<file path="config.mk">
export PLATFORM = sky130hd
export DESIGN_NAME = window_reader_flat
export DESIGN_NICKNAME = d
export VERILOG_FILES = /design/src/rtl/window_reader_pkg.sv /design/src/rtl/window_reader_if.sv /design/src/rtl/window_reader_line_buffer.sv /design/src/rtl/window_reader.sv /design/src/flat_wrapper.sv
export SDC_FILE = /design/constraint.sdc
export NUM_CORES = 2
export LEC_CHECK = 0
export BUFFER_PORTS_ARGS = -buffer_cell sky130_fd_sc_hd__buf_2
export CORE_MARGIN = 1
export CORE_UTILIZATION = 60
export CTS_CLUSTER_SIZE = 40
export DETAILED_ROUTE_END_ITERATION = 8
export PLACE_DENSITY = 0.76
export SLEW_MARGIN = 20
export SYNTH_ARGS = -nofsm -noshare
export SYNTH_HDL_FRONTEND = slang
export SYNTH_HIERARCHICAL = 1
export SYNTH_MEMORY_MAX_BITS = 65536
export SYNTH_SLANG_ARGS = --single-unit
</file>
<file path="constraint.sdc">
create_clock -name clk -period 28.4 [get_ports clk]
set_input_delay 2.84 -clock clk [delete_from_list [all_inputs] [get_ports clk]]
set_output_delay 2.84 -clock clk [all_outputs]
set_load 0.02 [all_outputs]
</file>
<file path="src/rtl/window_reader_pkg.sv">
// Shared types and size helpers for the 3x3 window reader.
// Optional coordinate outputs are enabled with WINDOW_READER_COORD_EN.
package window_pkg;

    typedef enum logic [1:0] {
        S_IDLE,
        S_RUN,
        S_DRAIN,
        S_DONE
    } state_t;

    localparam int TAPS = 9;

    function automatic int pad_w(input int w);
        return w + 2;
    endfunction

    function automatic int pad_h(input int h);
        return h + 2;
    endfunction

    function automatic int addr_w(input int w, input int h);
        return $clog2(pad_w(w) * pad_h(h));
    endfunction

    function automatic int tap_idx(input int r, input int c);
        return 3 * r + c;
    endfunction

endpackage

</file>
<file path="src/rtl/window_reader_if.sv">
// Memory read port and window output handshake of the window reader.
// Coordinate signals exist only with WINDOW_READER_COORD_EN.
interface window_reader_if #(
    parameter int IMG_W = 256,
    parameter int IMG_H = 256,
    parameter int PIX_W = 8
);
    import window_pkg::*;

    localparam int AW = addr_w(IMG_W, IMG_H);

    logic                  rd_en;
    logic [AW-1:0]         rd_addr;
    logic [PIX_W-1:0]      rd_data;
    logic                  win_valid;
    logic                  win_ready;
    logic [TAPS*PIX_W-1:0] win_data;
`ifdef WINDOW_READER_COORD_EN
    localparam int RW = $clog2(IMG_H);
    localparam int CW = $clog2(IMG_W);
    logic [RW-1:0]         win_row;
    logic [CW-1:0]         win_col;
`endif

    modport master (
        output rd_en, rd_addr, win_valid, win_data,
`ifdef WINDOW_READER_COORD_EN
        output win_row, win_col,
`endif
        input  rd_data, win_ready
    );

    modport slave (
        input  rd_en, rd_addr, win_valid, win_data,
`ifdef WINDOW_READER_COORD_EN
        input  win_row, win_col,
`endif
        output rd_data, win_ready
    );

endinterface

</file>
<file path="src/rtl/window_reader_line_buffer.sv">
// One padded image row; read and write share a wrapping column pointer
// that steps on adv, so rd_data is the value stored one row earlier.
module line_buffer #(
    parameter int DEPTH = 258,
    parameter int PIX_W = 8
) (
    input  logic             clk,
    input  logic             rst,
    input  logic             clr,
    input  logic             adv,
    input  logic [PIX_W-1:0] wr_data,
    output logic [PIX_W-1:0] rd_data
);
    localparam int IW = $clog2(DEPTH);
    localparam logic [IW-1:0] PTR_LAST = IW'(DEPTH - 1);

    logic [PIX_W-1:0] mem_q [DEPTH];
    logic [IW-1:0]    ptr_q;
    logic [IW-1:0]    ptr_d;

    assign rd_data = mem_q[ptr_q];

    always_comb begin
        ptr_d = ptr_q;
        if (clr) begin
            ptr_d = '0;
        end else if (adv) begin
            ptr_d = (ptr_q == PTR_LAST) ? '0 : ptr_q + 1'b1;
        end
    end

    always_ff @(posedge clk) begin
        if (rst) begin
            ptr_q <= '0;
        end else begin
            ptr_q <= ptr_d;
        end
    end

    always_ff @(posedge clk) begin
        if (adv) begin
            mem_q[ptr_q] <= wr_data;
        end
    end

endmodule

</file>
<file path="src/rtl/window_reader.sv">
// Streams the padded image in raster order and emits one 3x3 window per
// output pixel. WINDOW_READER_COORD_EN adds win_row/win_col outputs.
module window_reader
    import window_pkg::*;
#(
    parameter int IMG_W = 256,
    parameter int IMG_H = 256,
    parameter int PIX_W = 8
) (
    input  logic            clk,
    input  logic            rst,
    input  logic            en,
    window_reader_if.master bus,
    output logic            busy,
    output logic            done
);
    localparam int PW   = pad_w(IMG_W);
    localparam int PH   = pad_h(IMG_H);
    localparam int NPIX = PW * PH;
    localparam int AW   = addr_w(IMG_W, IMG_H);
    localparam int XW   = $clog2(PW);
    localparam int YW   = $clog2(PH);

    localparam logic [AW-1:0] LAST_ADDR = AW'(NPIX - 1);
    localparam logic [XW-1:0] COL_LAST  = XW'(PW - 1);
    localparam logic [YW-1:0] ROW_LAST  = YW'(PH - 1);

    state_t                      state_q, state_d;
    logic [AW-1:0]               addr_q, addr_d;
    logic                        pend_q, pend_d;
    logic                        hold_full_q, hold_full_d;
    logic [PIX_W-1:0]            hold_q, hold_d;
    logic [XW-1:0]               col_q, col_d;
    logic [YW-1:0]               row_q, row_d;
    logic [TAPS-1:0][PIX_W-1:0]  tap_q, tap_d;
    logic                        win_valid_q, win_valid_d;
    logic                        win_last_q, win_last_d;
    logic [TAPS*PIX_W-1:0]       win_data_q, win_data_d;
    logic                        busy_q, busy_d;
    logic                        done_q, done_d;
`ifdef WINDOW_READER_COORD_EN
    localparam int RW = $clog2(IMG_H);
    localparam int CW = $clog2(IMG_W);
    logic [RW-1:0]               win_row_q, win_row_d;
    logic [CW-1:0]               win_col_q, win_col_d;
`endif

    logic             start;
    logic             stall;
    logic             rd_en;
    logic             out_free;
    logic             have_pix;
    logic             push;
    logic             emit;
    logic             pix_last;
    logic [PIX_W-1:0] pix;
    logic [PIX_W-1:0] lb0_rd;
    logic [PIX_W-1:0] lb1_rd;

    assign start    = (state_q == S_IDLE) & en;
    assign stall    = (win_valid_q & ~bus.win_ready) | hold_full_q;
    assign rd_en    = (state_q == S_RUN) & ~stall & ~rst;
    assign out_free = ~win_valid_q | bus.win_ready;
    // A held pixel is always older than any returning read.
    assign have_pix = hold_full_q | pend_q;
    assign pix      = hold_full_q ? hold_q : bus.rd_data;
    assign push     = have_pix & out_free;
    assign emit     = push & (row_q >= YW'(2)) & (col_q >= XW'(2));
    assign pix_last = (row_q == ROW_LAST) & (col_q == COL_LAST);

    line_buffer #(.DEPTH(PW), .PIX_W(PIX_W)) u_lb0 (
        .clk     (clk),
        .rst     (rst),
        .clr     (start),
        .adv     (push),
        .wr_data (pix),
        .rd_data (lb0_rd)
    );

    line_buffer #(.DEPTH(PW), .PIX_W(PIX_W)) u_lb1 (
        .clk     (clk),
        .rst     (rst),
        .clr     (start),
        .adv     (push),
        .wr_data (lb0_rd),
        .rd_data (lb1_rd)
    );

    always_comb begin
        state_d     = state_q;
        addr_d      = addr_q;
        pend_d      = rd_en;
        hold_full_d = hold_full_q;
        hold_d      = hold_q;
        col_d       = col_q;
        row_d       = row_q;
        tap_d       = tap_q;
        win_valid_d = win_valid_q;
        win_last_d  = win_last_q;
        win_data_d  = win_data_q;
`ifdef WINDOW_READER_COORD_EN
        win_row_d   = win_row_q;
        win_col_d   = win_col_q;
`endif

        unique case (state_q)
            S_IDLE:  if (en) state_d = S_RUN;
            S_RUN:   if (rd_en && addr_q == LAST_ADDR) state_d = S_DRAIN;
            S_DRAIN: if (win_valid_q && bus.win_ready && win_last_q) state_d = S_DONE;
            S_DONE:  state_d = S_IDLE;
            default: state_d = S_IDLE;
        endcase

        if (start) begin
            addr_d = '0;
            col_d  = '0;
            row_d  = '0;
        end else if (rd_en) begin
            addr_d = addr_q + 1'b1;
        end

        if (pend_q && !out_free) begin
            hold_full_d = 1'b1;
            hold_d      = bus.rd_data;
        end else if (hold_full_q && push) begin
            hold_full_d = 1'b0;
        end

        if (push) begin
            for (int r = 0; r < 3; r++) begin
                tap_d[tap_idx(r, 0)] = tap_q[tap_idx(r, 1)];
                tap_d[tap_idx(r, 1)] = tap_q[tap_idx(r, 2)];
            end
            tap_d[tap_idx(0, 2)] = lb1_rd;
            tap_d[tap_idx(1, 2)] = lb0_rd;
            tap_d[tap_idx(2, 2)] = pix;
            if (col_q == COL_LAST) begin
                col_d = '0;
                row_d = row_q + 1'b1;
            end else begin
                col_d = col_q + 1'b1;
            end
        end

        if (emit) begin
            win_valid_d = 1'b1;
            win_last_d  = pix_last;
            win_data_d  = tap_d;
`ifdef WINDOW_READER_COORD_EN
            win_row_d   = RW'(row_q - YW'(2));
            win_col_d   = CW'(col_q - XW'(2));
`endif
        end else if (out_free) begin
            win_valid_d = 1'b0;
            win_last_d  = 1'b0;
        end

        busy_d = (state_d != S_IDLE);
        done_d = (state_d == S_DONE);
    end

    always_ff @(posedge clk) begin
        if (rst) begin
            state_q     <= S_IDLE;
            addr_q      <= '0;
            pend_q      <= 1'b0;
            hold_full_q <= 1'b0;
            hold_q      <= '0;
            col_q       <= '0;
            row_q       <= '0;
            tap_q       <= '0;
            win_valid_q <= 1'b0;
            win_last_q  <= 1'b0;
            win_data_q  <= '0;
            busy_q      <= 1'b0;
            done_q      <= 1'b0;
`ifdef WINDOW_READER_COORD_EN
            win_row_q   <= '0;
            win_col_q   <= '0;
`endif
        end else begin
            state_q     <= state_d;
            addr_q      <= addr_d;
            pend_q      <= pend_d;
            hold_full_q <= hold_full_d;
            hold_q      <= hold_d;
            col_q       <= col_d;
            row_q       <= row_d;
            tap_q       <= tap_d;
            win_valid_q <= win_valid_d;
            win_last_q  <= win_last_d;
            win_data_q  <= win_data_d;
            busy_q      <= busy_d;
            done_q      <= done_d;
`ifdef WINDOW_READER_COORD_EN
            win_row_q   <= win_row_d;
            win_col_q   <= win_col_d;
`endif
        end
    end

    assign bus.rd_en     = rd_en;
    assign bus.rd_addr   = addr_q;
    assign bus.win_valid = win_valid_q;
    assign bus.win_data  = win_data_q;
`ifdef WINDOW_READER_COORD_EN
    assign bus.win_row   = win_row_q;
    assign bus.win_col   = win_col_q;
`endif
    assign busy = busy_q;
    assign done = done_q;

endmodule

</file>
<file path="src/flat_wrapper.sv">
// flat-port wrapper written by rule: the top's interface ports become plain ports
module window_reader_flat import window_pkg::*;
#(
    parameter int IMG_W = 256,
    parameter int IMG_H = 256,
    parameter int PIX_W = 8
)
  (clk, rst, en, busy, done, bus_rd_en, bus_rd_addr, bus_win_valid, bus_win_data, bus_rd_data, bus_win_ready);
  window_reader_if #(.IMG_W(IMG_W), .IMG_H(IMG_H), .PIX_W(PIX_W)) bus_i ();
  input  logic clk;
  input  logic rst;
  input  logic en;
  output logic busy;
  output logic done;
  output wire logic [$bits(bus_i.rd_en)-1:0] bus_rd_en;
  output wire logic [$bits(bus_i.rd_addr)-1:0] bus_rd_addr;
  output wire logic [$bits(bus_i.win_valid)-1:0] bus_win_valid;
  output wire logic [$bits(bus_i.win_data)-1:0] bus_win_data;
  input wire logic [$bits(bus_i.rd_data)-1:0] bus_rd_data;
  input wire logic [$bits(bus_i.win_ready)-1:0] bus_win_ready;
  assign bus_rd_en = bus_i.rd_en;
  assign bus_rd_addr = bus_i.rd_addr;
  assign bus_win_valid = bus_i.win_valid;
  assign bus_win_data = bus_i.win_data;
  assign bus_i.rd_data = bus_rd_data;
  assign bus_i.win_ready = bus_win_ready;
  window_reader #(.IMG_W(IMG_W), .IMG_H(IMG_H), .PIX_W(PIX_W)) u_core (.clk(clk), .rst(rst), .en(en), .bus(bus_i), .busy(busy), .done(done));
endmodule
</file>
==> impl_summary.txt <==
----------------------------------------------------
[Critical path]
  Startpoint type of the worst setup path ... flip-flop
  Slowest cell on the critical path ... buf_4
  Critical Path Most Common Cell ... buf_4
  Highest net fanout along the worst path ... 110
  Arrival time reported for the critical path endpoint ... 9.26 ns
  Buf+Inv Stages, Crit Path ... 7
  Ordered list of cells on the worst path ... buf_12, buf_4, buf_4, buf_4, mux4_2, mux4_2, nand2_1, a21boi_0, nor4b_2, a221oi_4, buf_4, buf_4, buf_4, nand4_1, a21oi_1
  Kind of cell with the highest combined delay on the critical path ... buffers and inverters
  Critical path class ... reg -> reg
  Endpoint type of the worst setup path ... flip-flop
  WP data required ... roughly 29 ns
  Largest stage delay, worst path ... approximately 0.92 ns

[CTS]
  Buffer depth of the longest clock path ... 4
  CTS hold repair buffers ... 0
  Clock-pin slew of the registers on the worst-case setup and hold paths ... 0.06 ns
  Number of buffers added for setup after CTS ... 0
  Clock insertion delay at the later pin of the skew report ... 0.92 ns
  Number of levels in the clock H-tree ... 5
  TritonCTS clock tree ... built
  Number of clock sinks ... between 4000 and 5000
  Cell chosen for the clock root ... clkbuf_16
  Count of instances resized after the clock tree is built ... 0
  TritonCTS buffer count ... just over 400

[Global routing]
  Overflow left after global routing ... 0
  Total global-route track usage ... approximately 29%
  Via count of the first global-routing pass ... between 80000 and 90000
  Pin count of the biggest net entering global routing ... 209
  Number of antenna violations at the first check in global routing ... 3
  First-pass GRT wire length ... 605000 microns

[Place]
  RePlAce Congestion ... ~0.9
  Count of port buffers added during placement ... roughly 100
  Minimum setup slack after placement ... 20.03 ns
  Hpwl dp ... between 200000 and 250000 microns

[STA]
  Hold Fails Final Rpt ... 0
  Setup repair after global routing missed its margin ... no
  Final setup TNS ... 0 ns
  Max Clk Rate ... ~120 MHz
  Final setup violation count ... 0
  Setup slack of the critical path after layout ... 19.95 ns
  Remaining max-slew budget at the tightest pin ... 18.8%
  Final worst path period need ... between 8 and 9 ns
  Final-report max-slew violation count ... 0
  Final hold slack ... between 0.4 and 0.5 ns
  Worst setup skew after layout ... between 0.04 and 0.05 ns
  Ratio of final minimum period to clock period ... between 20 and 30%
  Worst Tran Pin Value ... between 1 and 1.5 ns

[Synthesis]
  Async set-or-reset flop fraction in the synthesized netlist ... 0%
  Synth warn ... 6
  Top flip-flop cell by instance count after synthesis ... edfxtp_1
  Post-Syn Nets ... 8518
  Cell accounting for the most synthesized area ... edfxtp_1
  Post-synth EDFFs ... just over 4000
  Cells taking the most area after synthesis ... edfxtp_1 73%, mux4_2 13%, dfxtp_1 2.5%
  Post-synthesis area per instance ... approximately 20 sq um
  Proportion of synthesized chip area in sequential cells ... around three quarters
  Syn Inst Count ... 8491
  Unique cell type count in the Yosys netlist ... 75
  Register bit count reported by yosys ... 4335
  Syn Std Cell Area ... between 150000 and 200000 sq um
  Synth top area share ... 73.5%

[Power]
  Leakage Power ... ~0.056 uW
  Worst vdd ir ... 87.6 uV
  Cell area power density ... 68.2 nW/um^2

[Route]
  First DRT Iteration DRCs ... ~12000
  Routed WL per cell ... around 33 microns
  Vias per cell ... ~6.9
  Total Routed Length ... between 400000 and 500000 microns
  Total via count after detailed routing ... about 90000
  Number of remaining DRC errors ... 0
  Number of detailed-routing iterations run before antenna repair ... 8
  Post-DRT Antenna Nets ... 0

[Cells and area]
  Signed area change from the synthesized netlist to the final layout ... 10.1%
  Count of filler cells inserted in the layout ... roughly 17000
  Number of nets at the end of the flow ... ~8600
  Share of layout cells above drive strength 1 ... 20.9%

[Floorplanning]
  I/O pin count ... between 100 and 150
  Die Outline Area ... ~280000 sq um
  Core box area ... about 280000 sq um
  Standard-cell row count ... just under 200
  Initial core utilization ... roughly three fifths
  Overall die width ... about 530 microns
  Height of the die ... 532 microns

[Status]
  Run status ... finished, final reports clean

[Flow run]
  Max-Cap Viols ... 0

[Min path]
  Class of the most critical hold timing path ... reg -> reg

----------------------------------------------------
==> cell usage after synthesis, drive strengths merged (11+ instances only) <==
cell type / instances
edfxtp: 4128
mux4: 944
nor2: 606
mux2i: 297
clkbuf: 287
a22oi: 286
nand2: 284
buf: 259
a21oi: 218
dfxtp: 207
nand3: 161
nand4: 106
o31ai: 75
nor2b: 48
a31oi: 47
a211oi: 43
o21ai: 43
a221oi: 36
nor3: 36
and3: 30
and2: 27
inv: 27
xor2: 27
a2111oi: 22
nor4: 20
nand2b: 19
o22ai: 18
ha: 15
and4: 12
mux2: 12
or3: 12
a21o: 11
==> metal layers <==
metal	share of wire, %	vias to the layer above	track usage (%)	wire length, microns
met5	0	-	0	0
met3	10	1065	5.45	41500
met2	49	5641	47.3	204000
li1	-	35300	-	-
met1	36	45700	39.1	148000
met4	5.6	0	14.2	23200
==> layout by cell type (no fill, tap or decap), types with 144 or more instances in the layout <==
cell,count
a21oi_1,218
a22oi_1,286
buf_4,144
clkbuf_16,423
dfxtp_1,199
edfxtp_1,4128
mux2i_1,297
mux4_2,944
nand2_1,282
nand3_1,155
nor2_1,600
==> registers in the layout, summed over array words and instances, names as in the netlist, 9 cells and up, named ones only <==
| register | flops |
|---|---|
| u_core/bus.rd_addr | 17 |
| u_core/bus.win_data | 72 |
| u_core/col_q | 9 |
| u_core/row_q | 9 |
| u_core/tap_q | 48 |
| u_core/u_lb0/mem_q | 2064 |
| u_core/u_lb0/ptr_q | 9 |
| u_core/u_lb1/mem_q | 2064 |
| u_core/u_lb1/ptr_q | 9 |
==> layout make-up <==
cell class,count,area [sq um],area share [%]
clock inverter,226,2150,1.16
tap,3724,4660,2.51
inverter,27,165,0.0889
sequential,4335,128000,69.0
multi-input combinational,3583,37700,20.3
timing repair buffer,265,1920,1.03
antenna,8,20.0,0.0108
clock buffer,506,10900,5.88
==> cell families after synthesis <==
group           Yosys count  share of synthesized area [%]
flops                  4335                           76.0
simple gates           1397                           3.82
mux                    1253                           14.4
compound gates          889                           3.66
buf+inv                 573                           1.85
xor+xnor                 29                          0.151
fa+ha+maj                15                          0.111
==> worst min-delay path, cell delays in order (launching register included) <==
cell     delay, ns
dfxtp_1       0.31
nand2_1       0.05
a21oi_1       0.05
==> report_power, final <==
| group | total (uW) | switching (uW) | internal, uW |
|---|---|---|---|
| registers | 7020 | 5.50 | 7010 |
| clock network | 5360 | 2310 | 3060 |
| logic | 295 | 215 | 79.4 |
| total | 12700 | 2530 | 10100 |
==> metrics by stage <==
| stage | area (sq um) | utilization (%) | total power (uW) | cells |
|---|---|---|---|---|
| global route | 186000 | 66.5 | 13000 | 12700 |
| CTS | 186000 | 66.5 | 12700 | 12700 |
| finish | 186000 | 66.5 | 12700 | 12700 |
| detailed placement | 173000 | 61.8 | 7450 | 11900 |
| global placement | 173000 | 61.8 | 7430 | 11900 |
| floorplan | 169000 | - | 7380 | 8491 |
==> path summary, 6_finish.rpt <==
| kind | startpoint | end | slack, ns | depth (start not counted) |
|---|---|---|---|---|
| max | flip-flop | u_core/bus.win_data[42]$_SDFFE_PP0P_ | 19.95 | 15 |
| min | u_core/tap_q[32]$_SDFF_PP0_ | u_core/tap_q[32]$_SDFF_PP0_ | 0.46 | 2 |
| max reg2reg | flip-flop | u_core/bus.win_data[42]$_SDFFE_PP0P_ | 19.95 | 15 |
| min reg2reg | u_core/tap_q[32]$_SDFF_PP0_ | u_core/tap_q[32]$_SDFF_PP0_ | 0.46 | 2 |
No activity file was read; power rests on OpenSTA's default activity.
